`src/rtl/arb_pkg.sv`:
```
// Shared constants and state encoding for the 8-way round-robin arbiter.
package arb_pkg;
    localparam int N            = 8;
    localparam int IDXW         = 3;
    localparam int MAX_HOLD_DEF = 16;

    typedef enum logic [0:0] {
        IDLE  = 1'b0,
        GRANT = 1'b1
    } state_e;
endpackage

```
`src/rtl/rr_arbiter8_prio_enc8.sv`:
```
// Lowest-index-first 8->3 priority encoder with an any-set flag.
module prio_enc8
    import arb_pkg::*;
(
    input  logic [N-1:0]    in,
    output logic [IDXW-1:0] idx,
    output logic            any
);
    always_comb begin
        idx = '0;
        any = |in;
        // Scan downward so the lowest set bit is the last one written.
        for (int i = N - 1; i >= 0; i--) begin
            if (in[i]) idx = IDXW'(i);
        end
    end
endmodule

```
`src/rtl/rr_arbiter8.sv`:
```
// Round-robin arbiter for 8 requesters with registered grant, release
// handshake and hold-timeout preemption.
module rr_arbiter8
    import arb_pkg::*;
#(
    parameter int MAX_HOLD = MAX_HOLD_DEF
) (
    input  logic            clk,
    input  logic            rst,
    input  logic [N-1:0]    req,
    output logic [N-1:0]    gnt,
    output logic [IDXW-1:0] gnt_idx,
    output logic            gnt_valid,
    output logic            preempt
);
    localparam logic [7:0] HOLD_LAST = 8'(MAX_HOLD - 1);

    state_e          state_q, state_d;
    logic [IDXW-1:0] ptr_q, ptr_d;
    logic [7:0]      hcnt_q, hcnt_d;
    logic [N-1:0]    gnt_q, gnt_d;
    logic [IDXW-1:0] idx_q, idx_d;
    logic            vld_q, vld_d;
    logic            pre_q, pre_d;

    logic [N-1:0]    req_rot;
    logic [IDXW-1:0] enc_idx;
    logic            enc_any;
    logic [IDXW-1:0] winner;
    logic            others;

    // Rotate right by ptr: bit i of the rotated vector is requester (ptr+i) mod 8.
    always_comb begin
        req_rot = '0;
        for (int i = 0; i < N; i++) begin
            req_rot[i] = req[ptr_q + IDXW'(i)];
        end
    end

    prio_enc8 u_enc (
        .in  (req_rot),
        .idx (enc_idx),
        .any (enc_any)
    );

    assign winner = enc_idx + ptr_q;
    assign others = |(req & ~gnt_q);

    always_comb begin
        state_d = state_q;
        ptr_d   = ptr_q;
        hcnt_d  = hcnt_q;
        gnt_d   = gnt_q;
        idx_d   = idx_q;
        vld_d   = vld_q;
        pre_d   = 1'b0;
        case (state_q)
            IDLE: begin
                if (enc_any) begin
                    gnt_d   = N'(1) << winner;
                    idx_d   = winner;
                    vld_d   = 1'b1;
                    hcnt_d  = '0;
                    ptr_d   = winner + IDXW'(1);
                    state_d = GRANT;
                end
            end
            GRANT: begin
                // Release wins over timeout when both happen together.
                if (!req[idx_q]) begin
                    gnt_d   = '0;
                    idx_d   = '0;
                    vld_d   = 1'b0;
                    state_d = IDLE;
                end else if (hcnt_q == HOLD_LAST && others) begin
                    gnt_d   = '0;
                    idx_d   = '0;
                    vld_d   = 1'b0;
                    pre_d   = 1'b1;
                    state_d = IDLE;
                end else if (hcnt_q != HOLD_LAST) begin
                    hcnt_d = hcnt_q + 8'd1;
                end
            end
            default: state_d = IDLE;
        endcase
    end

    always_ff @(posedge clk or posedge rst) begin
        if (rst) begin
            state_q <= IDLE;
            ptr_q   <= '0;
            hcnt_q  <= '0;
            gnt_q   <= '0;
            idx_q   <= '0;
            vld_q   <= 1'b0;
            pre_q   <= 1'b0;
        end else begin
            state_q <= state_d;
            ptr_q   <= ptr_d;
            hcnt_q  <= hcnt_d;
            gnt_q   <= gnt_d;
            idx_q   <= idx_d;
            vld_q   <= vld_d;
            pre_q   <= pre_d;
        end
    end

    assign gnt       = gnt_q;
    assign gnt_idx   = idx_q;
    assign gnt_valid = vld_q;
    assign preempt   = pre_q;
endmodule

```
`config.mk`:
```
export PLATFORM = sky130hd
export DESIGN_NAME = rr_arbiter8
export DESIGN_NICKNAME = d
export VERILOG_FILES = /design/src/rtl/arb_pkg.sv /design/src/rtl/rr_arbiter8_prio_enc8.sv /design/src/rtl/rr_arbiter8.sv
export SDC_FILE = /design/constraint.sdc
export NUM_CORES = 1
export LEC_CHECK = 0
export BUFFER_PORTS_ARGS = -buffer_cell sky130_fd_sc_hd__buf_2
export CAP_MARGIN = 10
export CORE_UTILIZATION = 45
export CTS_BUF_LIST = sky130_fd_sc_hd__clkbuf_4 sky130_fd_sc_hd__clkbuf_8
export DETAILED_ROUTE_END_ITERATION = 8
export GPL_TIMING_DRIVEN = 0
export RECOVER_POWER = 50
export SETUP_SLACK_MARGIN = 0.15
export SYNTH_ARGS = -nofsm -noshare
export SYNTH_HDL_FRONTEND = slang
export SYNTH_HIERARCHICAL = 1
export SYNTH_SLANG_ARGS = --single-unit
```
`constraint.sdc`:
```
create_clock -name clk -period 5.3 [get_ports clk]
set_input_delay 0.53 -clock clk [delete_from_list [all_inputs] [get_ports clk]]
set_output_delay 0.53 -clock clk [all_outputs]
set_load 0.02 [all_outputs]
```
==> results.sh, run 1 <==
export IMPL_status="finished clean"
export IMPL_muxShareOfSynthArea_pct=20.8
export IMPL_r2r_start="ptr_q[1]"
export IMPL_cap_violations=0
export IMPL_drt_total_wl_mm=4.65
export IMPL_gr_total_overflow=0
export IMPL_dpl_worst_slack_ns=1.10
export IMPL_cts_sinks=25
export IMPL_endpoint_kind="register"
export IMPL_initial_core_util_pct=47.1
export IMPL_dpl_hpwl_mm=3.52
export IMPL_drc=0
export IMPL_start_kind="register"
export IMPL_final_antenna_net_count=0
export IMPL_first_global_vias=1634
export IMPL_setup_tns_ns=0
export IMPL_dominantRegCellSynth="dfrtp_1"
export IMPL_finalClockSkew_ns=0.0203
export IMPL_synth_net_count=218
export IMPL_grt_max_degree=26
export IMPL_finalCritPeriodShare_pct=80.5
export IMPL_rsz0062_at_grt="false"
export IMPL_leakage_nw=0.952
export IMPL_io_buffers=22
export IMPL_synth_area_leaders="dfrtp_1 33%, mux4_2 9.5%, ha_1 6.6%"
export IMPL_place_gp_congestion=0.892
export IMPL_die_x_um=67.0
export IMPL_cp_startpoint="ptr_q[1]"
export IMPL_slew_headroom_pct=33.6
export IMPL_vias_per_cell=5.97
export IMPL_antenna_found_initial=0
export IMPL_areaGrowthSynthToFinish_pct=11.3
export IMPL_synth_top_family_by_area="multiplexers"
export IMPL_grt_util_all_layers_pct=23.4
export IMPL_first_iter_violations=55
export IMPL_htreeDepth=1
export IMPL_fin_ws_ns=1.03
export IMPL_coreArea_um2=4030
export IMPL_design_area_um2=2110
export IMPL_root_buffer="clkbuf_8"
export IMPL_max_clock_freq_mhz=234
export IMPL_die_area_um2=4480
export IMPL_antenna_cells=0
export IMPL_slew_viol_final=0
export IMPL_crit_arrival_ns=4.40
export IMPL_p_per_area_nw_per_um2=753
export IMPL_clk_path_buf_depth=2
export IMPL_clock_latency_ns=0.28
export IMPL_cts_tree="built"
export IMPL_synth_compound_area_share_pct=15.3
export IMPL_cts_hold_buffers=0
export IMPL_synth_simple_area_share_pct=14.5
export IMPL_wire_per_inst_um=17.0
export IMPL_dr_pass1_iters=4
export IMPL_synthArstFlopShare_pct=100
export IMPL_synth_seq_cells=25
export IMPL_ir_drop_uv=400
export IMPL_yosys_area_share_adder_pct=7.64
export IMPL_ys_types=41
export IMPL_setup_viol=0
export IMPL_syn_area_per_cell_um2=9.64
export IMPL_drive_above_1_share_pct=18.8
export IMPL_netlist_area_leader_share_pct=32.9
export IMPL_die_y_um=67.0
export IMPL_finalCriticalPeriod_ns=4.27
export IMPL_hp_class="in2async"
export IMPL_numCtsBuffers=3
export IMPL_seq_area_frac_synth_pct=32.9
export IMPL_postSynthCellCount=197
export IMPL_crit_required_ns=5.44
export IMPL_io_pins=23
export IMPL_yosys_warnings=6
export IMPL_rows=23
export IMPL_worstMarginPinSlew_ns=0.994
export IMPL_yosysTopAreaCell="dfrtp_1"
export IMPL_netlist_area_um2=1900
export IMPL_path_class="reg2reg"
export IMPL_via_count=1631
export IMPL_critPathMaxFanout=7
export IMPL_cts_resized=0
export IMPL_cts_clk_slew_worst_paths_ns=0.11
export IMPL_cts_setup_buffers=0
export IMPL_hold_viol_final=0
export IMPL_place_area_um2=2070
export IMPL_synth_edf_count=0
export IMPL_synth_xor_area_share_pct=2.77
export IMPL_fin_nets=245
export IMPL_grt_pass1_wl_mm=7.82
-- cells by family (layout without fill, tap and decap cells) --
family | Yosys count | count (layout)
AND/OR/NAND/NOR | 57 | 57
AO/OA/AOI/OAI | 46 | 46
flip-flops | 25 | 25
buffers and inverters | 28 | 54
adder cells (fa/ha/maj) | 11 | 11
XOR/XNOR | 6 | 6
multiplexers | 24 | 24
-- worst max-delay path: stages (launching register included) --
cell,delay (ns)
dfrtp_1,0.41
clkbuf_1,0.33
inv_1,0.09
ha_1,0.40
mux4_2,0.55
mux2_2,0.29
o21bai_1,0.17
o41ai_1,0.11
ha_1,0.20
fa_1,0.38
xnor2_1,0.16
xnor2_1,0.52
inv_1,0.11
ha_1,0.22
mux2i_1,0.12
o22ai_1,0.09
-- layout by cell type, fill, tap and decap left out, drive strengths merged, types with 5 or more instances in the layout --
| master | Yosys | layout |
|---|---|---|
| a21oi | 5 | 5 |
| nor2b | 5 | 5 |
| nor2 | 10 | 10 |
| a22oi | 6 | 6 |
| dfrtp | 25 | 25 |
| inv | 19 | 19 |
| nor3 | 5 | 5 |
| mux2i | 6 | 6 |
| o21ai | 13 | 13 |
| ha | 10 | 10 |
| buf | 2 | 18 |
| mux2 | 8 | 8 |
| nand2 | 24 | 24 |
| o22ai | 11 | 11 |
| clkbuf | 7 | 16 |
| mux4 | 10 | 10 |
-- power by group --
part           internal (W)  leakage [nW]  total, W  switching [W]
Combinational      0.000505         0.602   0.00118       0.000672
Clock             0.0000534        0.0217  0.000121      0.0000675
Sequential         0.000247         0.328  0.000293      0.0000468
-- registers in the layout, summed over array words and instances, names as in the netlist --
register and count:
gnt_idx 3, gnt_valid 1, preempt 1, hcnt_q 8
gnt 8, state_q 1, ptr_q 3
-- layout make-up --
class | count | area (um^2)
Timing Repair Buffer | 22 | 103
Inverter | 19 | 71.3
Fill cell | 372 | 1920
Clock inverter | 1 | 7.51
Tap cell | 50 | 62.6
Clock buffer | 3 | 41.3
Sequential cell | 25 | 626
Buffer | 9 | 42.5
Multi-Input combinational cell | 144 | 1160
-- Yosys cell counts (2+ instances only) --
cell type,instances
inv_1,18
mux2i_1,5
o22ai_1,11
a21oi_1,5
a22oi_1,6
nor2b_1,5
o21ai_1,5
xnor2_1,3
mux4_2,8
nor3_1,5
xor2_1,3
o41ai_1,2
clkbuf_1,7
nor2_1,10
o21ai_0,8
dfrtp_1,25
nand4_1,2
mux2_2,8
nand2_1,24
a31oi_1,3
nand3_1,3
nor3b_1,2
ha_1,10
mux4_1,2
-- routing by layer --
layer / GRT usage (%) / vias up / routed length, um
met5: 0 / - / 0
met4: 6.38 / 0 / 48
met3: 2.40 / 4 / 245
met2: 39.9 / 54 / 2360
met1: 31.2 / 806 / 2000
li1: - / 767 / -
-- per-stage QoR --
stage               hold slack [ns]  power [W]  utilization [%]  instances
finish                        0.462    0.00159             52.5        273
global route                  0.539    0.00173             52.5        273
CTS                           0.505    0.00159             52.6        273
detailed placement            0.499    0.00146             51.4        269
global placement              0.494    0.00142             51.4        269
floorplan                     0.461    0.00119                -        197
-- worst paths after layout --
kind	end	slack (ns)	cells past startpoint
max in group asynchronous	gnt_idx[1]	4.21	2
worst min register to register	hcnt_q[6]	0.52	1
worst max-delay path	gnt[3]	1.03	15
worst min-delay path	gnt_valid	0.46	2
min in group clk	hcnt_q[6]	0.52	1
worst max register to register	gnt[3]	1.03	15
Note: power is estimated with default switching activity, not from simulation.
==> run 2, diff against run 1 <==
==> constraint.sdc (replaced) <==
create_clock -name clk -period 4.4 [get_ports clk]
set_input_delay 0.44 -clock clk [delete_from_list [all_inputs] [get_ports clk]]
set_output_delay 0.44 -clock clk [all_outputs]
set_load 0.02 [all_outputs]
==> results.sh, run 2 (same netlist as run 1, synthesis figures left out) <==
export IMPL_status="finished clean"
export IMPL_leakage_nw=0.961
export IMPL_hold_viol_final=0
export IMPL_io_buffers=22
export IMPL_endpoint_kind="register"
export IMPL_critPathMaxFanout=10
export IMPL_worstMarginPinSlew_ns=1.00
export IMPL_via_count=1635
export IMPL_cp_num_buf_inv=3
export IMPL_dp_cells=269
export IMPL_finalClockSkew_ns=0.0202
export IMPL_start_kind="register"
export IMPL_slew_viol_final=0
export IMPL_p_per_area_nw_per_um2=913
export IMPL_path_cells="buf_2 -> inv_1 -> ha_1 -> mux4_2 -> mux2_2 -> o21bai_1 -> o41ai_1 -> ha_1 -> fa_1 -> xnor2_1 -> xnor2_2 -> inv_1 -> ha_1 -> mux2i_1 -> o22ai_1"
export IMPL_antenna_found_initial=0
export IMPL_die_y_um=67.0
export IMPL_critPathMostFrequentCell="ha_1"
export IMPL_crit_cells=15
export IMPL_r2r_setup_slack_ns=0.39
export IMPL_hp_class="in2async"
export IMPL_fin_util_pct=52.7
export IMPL_htreeDepth=1
export IMPL_cts_sinks=25
export IMPL_areaGrowthSynthToFinish_pct=11.7
export IMPL_drive_above_1_share_pct=19.7
export IMPL_crit_path_max_incr_delay_ns=0.55
export IMPL_coreArea_um2=4030
export IMPL_gr_total_overflow=0
export IMPL_clock_latency_ns=0.28
export IMPL_vias_per_cell=5.99
export IMPL_grt_pass1_wl_mm=7.83
export IMPL_grt_util_all_layers_pct=23.5
export IMPL_cts_hold_buffers=0
export IMPL_final_antenna_net_count=0
export IMPL_rows=23
export IMPL_endpoint="gnt[3]"
export IMPL_dpl_worst_slack_ns=0.198
export IMPL_finalCriticalPeriod_ns=4.01
export IMPL_r2r_start="ptr_q[0]"
export IMPL_wire_per_inst_um=17.0
export IMPL_place_gp_congestion=0.892
export IMPL_cts_setup_buffers=0
export IMPL_r2r_worst_path_cells=15
export IMPL_grt_max_degree=26
export IMPL_fin_ws_ns=0.393
export IMPL_setup_viol=0
export IMPL_path_class="reg2reg"
export IMPL_setup_tns_ns=0
export IMPL_worstReg2RegEnd="gnt[3]"
export IMPL_dpl_hpwl_mm=3.52
export IMPL_rsz0062_at_grt="false"
export IMPL_crit_arrival_ns=4.14
export IMPL_root_buffer="clkbuf_8"
export IMPL_fin_nets=245
export IMPL_max_clock_freq_mhz=250
export IMPL_dr_pass1_iters=4
export IMPL_crit_required_ns=4.54
export IMPL_io_pins=23
export IMPL_clk_path_buf_depth=2
export IMPL_cp_startpoint="ptr_q[0]"
export IMPL_layout_cells_most_common="dfrtp_1"
export IMPL_fillers=371
export IMPL_whs_ns=0.375
export IMPL_final_cell_mix="25 x dfrtp_1, 24 x nand2_1, 18 x inv_1"
export IMPL_first_global_vias=1636
export IMPL_critPathTopFamily="adder cells"
export IMPL_drt_total_wl_mm=4.65
export IMPL_antenna_cells=0
export IMPL_first_iter_violations=59
export IMPL_slew_headroom_pct=33.0
export IMPL_drc=0
export IMPL_die_area_um2=4480
export IMPL_crit_slowest_cell="mux4_2"
export IMPL_finalCritPeriodShare_pct=91.1
export IMPL_die_x_um=67.0
export IMPL_numCtsBuffers=3
export IMPL_cts_clk_slew_worst_paths_ns=0.11
export IMPL_cts_tree="built"
export IMPL_finalNonFillerCells=273
export IMPL_cap_violations=0
export IMPL_ir_drop_uv=499
export IMPL_initial_core_util_pct=47.1
run 2: worst reg2reg max path, delay by kind of cell, from the launching register on:
| kind | cells | cell delay (ns) |
|---|---|---|
| buffers and inverters | 3 | 0.45 |
| AO/OA/AOI/OAI | 3 | 0.37 |
| adder cells (fa/ha/maj) | 4 | 1.18 |
| XOR/XNOR | 2 | 0.52 |
| flip-flops | 1 | 0.38 |
| multiplexers | 3 | 0.96 |
run 2: worst min-delay path by stage:
stage	start	end	slack, ns	cells after the start
final	rst	gnt_valid	0.38	2
after global routing	rst	gnt_valid	0.49	2
after CTS	rst	gnt_valid	0.41	2
after detailed placement	hcnt_q[6]	hcnt_q[6]	0.50	1
after global placement	hcnt_q[6]	hcnt_q[6]	0.49	1
after floorplan	hcnt_q[6]	hcnt_q[6]	0.46	1
run 2: repair_timing:
item | 4_1_cts | 5_1_grt
endpoints found under the setup margin | 1 | 1
cloned | 0 | 0
gates resized for setup | 1 | 2
run 2: power breakdown:
group	internal [W]	total, W	switching (W)
Combinational	0.000622	0.00144	0.000816
Clock	0.0000644	0.000146	0.0000814
Sequential	0.000297	0.000353	0.0000565
run 2: metrics by stage:
step / power, W / instance area (um^2)
2_1_floorplan: 0.00143 / 1900
3_3_place_gp: 0.00171 / 2070
3_5_place_dp: 0.00176 / 2070
4_1_cts: 0.00194 / 2130
5_1_grt: 0.00211 / 2120
6_report: 0.00194 / 2120
run 2: final cells by class:
cell class / count / area [um^2] / area share, %
buffer: 9 / 43.8 / 2.06
clock buffer: 3 / 41.3 / 1.95
clock inverter: 1 / 7.51 / 0.354
inverter: 19 / 71.3 / 3.36
multi-input combinational: 144 / 1170 / 55.0
sequential: 25 / 626 / 29.5
tap: 50 / 62.6 / 2.95
timing repair buffer: 22 / 103 / 4.83
run 2: routing by layer:
layer	track usage, %	up-vias	part of all wire, %
met4	6.38	0	0.90
met3	2.40	4	4.3
met2	39.9	58	50
met5	0	-	0
li1	-	765	-
met1	31.3	808	44
==> run 3, diff against run 2 <==
--- a/config.mk
+++ b/config.mk
@@ -10,7 +10,7 @@
 export CORE_UTILIZATION = 45
 export CTS_BUF_LIST = sky130_fd_sc_hd__clkbuf_4 sky130_fd_sc_hd__clkbuf_8
 export DETAILED_ROUTE_END_ITERATION = 8
-export GPL_TIMING_DRIVEN = 0
+export GPL_TIMING_DRIVEN = 1
 export RECOVER_POWER = 50
 export SETUP_SLACK_MARGIN = 0.15
 export SYNTH_ARGS = -nofsm -noshare
==> results.sh, run 3 (same netlist as run 1, synthesis figures left out) <==
export IMPL_cts_sinks=25
export IMPL_final_antenna_net_count=0
export IMPL_fillers=379
export IMPL_io_pins=23
export IMPL_fin_nets=238
export IMPL_critPathMaxFanout=9
export IMPL_place_gp_congestion=0.893
export IMPL_start_kind="register"
export IMPL_hp_class="in2async"
export IMPL_cts_tree="built"
export IMPL_multiInputGateArea_um2=1170
export IMPL_setup_tns_ns=0
export IMPL_rsz0062_at_grt="false"
export IMPL_leakage_nw=0.953
export IMPL_slew_headroom_pct=34.9
export IMPL_drive_above_1_share_pct=19.9
export IMPL_coreArea_um2=4030
export IMPL_cap_violations=0
export IMPL_drt_total_wl_mm=4.57
export IMPL_vias_per_cell=5.88
export IMPL_cts_resized=0
export IMPL_slew_viol_final=0
export IMPL_wire_per_inst_um=17.2
export IMPL_first_iter_violations=98
export IMPL_max_clock_freq_mhz=255
export IMPL_cts_clk_slew_worst_paths_ns=0.09
export IMPL_die_area_um2=4480
export IMPL_rows=23
export IMPL_io_buffers=22
export IMPL_crit_path_max_incr_delay_ns=0.58
export IMPL_regArea_um2=626
export IMPL_htreeDepth=1
export IMPL_grt_util_all_layers_pct=23.2
export IMPL_numCtsBuffers=3
export IMPL_clk_path_buf_depth=2
export IMPL_initial_core_util_pct=47.1
export IMPL_setup_viol=0
export IMPL_finalNonFillerCells=266
export IMPL_crit_arrival_ns=4.05
export IMPL_worstMarginPinSlew_ns=0.975
export IMPL_endpoint_kind="register"
export IMPL_dpl_hpwl_mm=3.33
export IMPL_dp_cells=262
export IMPL_grt_pass1_wl_mm=7.62
export IMPL_antenna_found_initial=0
export IMPL_finalCritPeriodShare_pct=89.1
export IMPL_hold_viol_final=0
export IMPL_crit_required_ns=4.53
export IMPL_via_count=1563
export IMPL_crit_slowest_cell="dfrtp_1"
export IMPL_cts_hold_buffers=0
export IMPL_final_cell_mix="25 x dfrtp_1, 24 x nand2_1, 18 x inv_1"
export IMPL_gr_total_overflow=0
export IMPL_drc=0
export IMPL_die_y_um=67.0
export IMPL_root_buffer="clkbuf_8"
export IMPL_first_global_vias=1536
export IMPL_cts_setup_buffers=0
export IMPL_clock_latency_ns=0.28
export IMPL_p_per_area_nw_per_um2=908
export IMPL_areaGrowthSynthToFinish_pct=10.2
export IMPL_power_total_w=0.00190
export IMPL_die_x_um=67.0
export IMPL_ir_drop_uv=533
export IMPL_dr_pass1_iters=4
export IMPL_antenna_cells=0
export IMPL_r2r_worst_path_cells=14
export IMPL_status="finished clean"
export IMPL_finalCriticalPeriod_ns=3.92
export IMPL_critPathMostFrequentCell="ha_1"
export IMPL_path_class="reg2reg"
export IMPL_finalClockSkew_ns=0.00454
export IMPL_path_cells="inv_1 -> ha_1 -> mux4_2 -> mux2_2 -> o21bai_1 -> o41ai_1 -> ha_1 -> fa_1 -> xnor2_1 -> xnor2_2 -> inv_1 -> ha_1 -> mux2i_1 -> o22ai_1"
export IMPL_layout_cells_most_common="dfrtp_1"
export IMPL_grt_max_degree=30
[run 3: cell count changes in the layout (fill, tap and decap cells not counted), sizes merged]
cell / change
clkbuf: -6
clkinvlp: -1
[run 3: worst paths after layout]
check,startpoint,slack [ns],end
min in group clk,hcnt_q[0],0.51,hcnt_q[0]
hold / removal,rst,0.37,gnt_valid
hold reg to reg,hcnt_q[0],0.51,hcnt_q[0]
setup / recovery,ptr_q[1],0.48,gnt[3]
max in group asynchronous,rst,3.43,hcnt_q[5]
setup reg to reg,ptr_q[1],0.48,gnt[3]
[run 3: worst max-delay path, delay by kind of cell, from the launching register on]
kind	cells	cell delay, ns
adders and majority gates	4	1.19
DFF	1	0.58
muxes	3	0.97
xor gates and xnor gates	2	0.50
buffers and inverters	2	0.20
AOI/OAI and AO/OA	3	0.34
[run 3: routing by layer]
| layer | share of wire (%) | routed length, um | up-vias | GRT usage [%] |
|---|---|---|---|---|
| met4 | 2.0 | 90 | 0 | 6.38 |
| met3 | 4.0 | 183 | 10 | 4.28 |
| met5 | 0 | 0 | - | 0 |
| li1 | - | - | 754 | - |
| met2 | 49 | 2220 | 38 | 38.9 |
| met1 | 45 | 2070 | 761 | 30.1 |
[run 3: area by class of cell]
type	instances	area share (%)
clock buffers	4	2.33
inverters	19	3.41
multi-input cells	144	55.8
flip-flops and latches	25	29.9
well taps	50	2.99
repair buffers	24	5.62
[run 3: per-stage QoR]
stage / worst slack (ns) / hold slack, ns / util [%] / area, um^2
floorplan: 0.674 / 0.461 / - / 1900
global placement: 0.565 / 0.494 / 50.7 / 2040
detailed placement: 0.396 / 0.501 / 50.7 / 2040
CTS: 0.363 / 0.411 / 52.0 / 2090
global route: 0.320 / 0.471 / 52.0 / 2090
finish: 0.480 / 0.374 / 52.0 / 2090
[run 3: where the power goes]
part	internal, W	leakage, nW	switching, W
logic	0.000603	0.599	0.000738
registers	0.000296	0.328	0.000116
clock network	0.0000712	0.0262	0.0000768
total	0.000970	0.953	0.000930
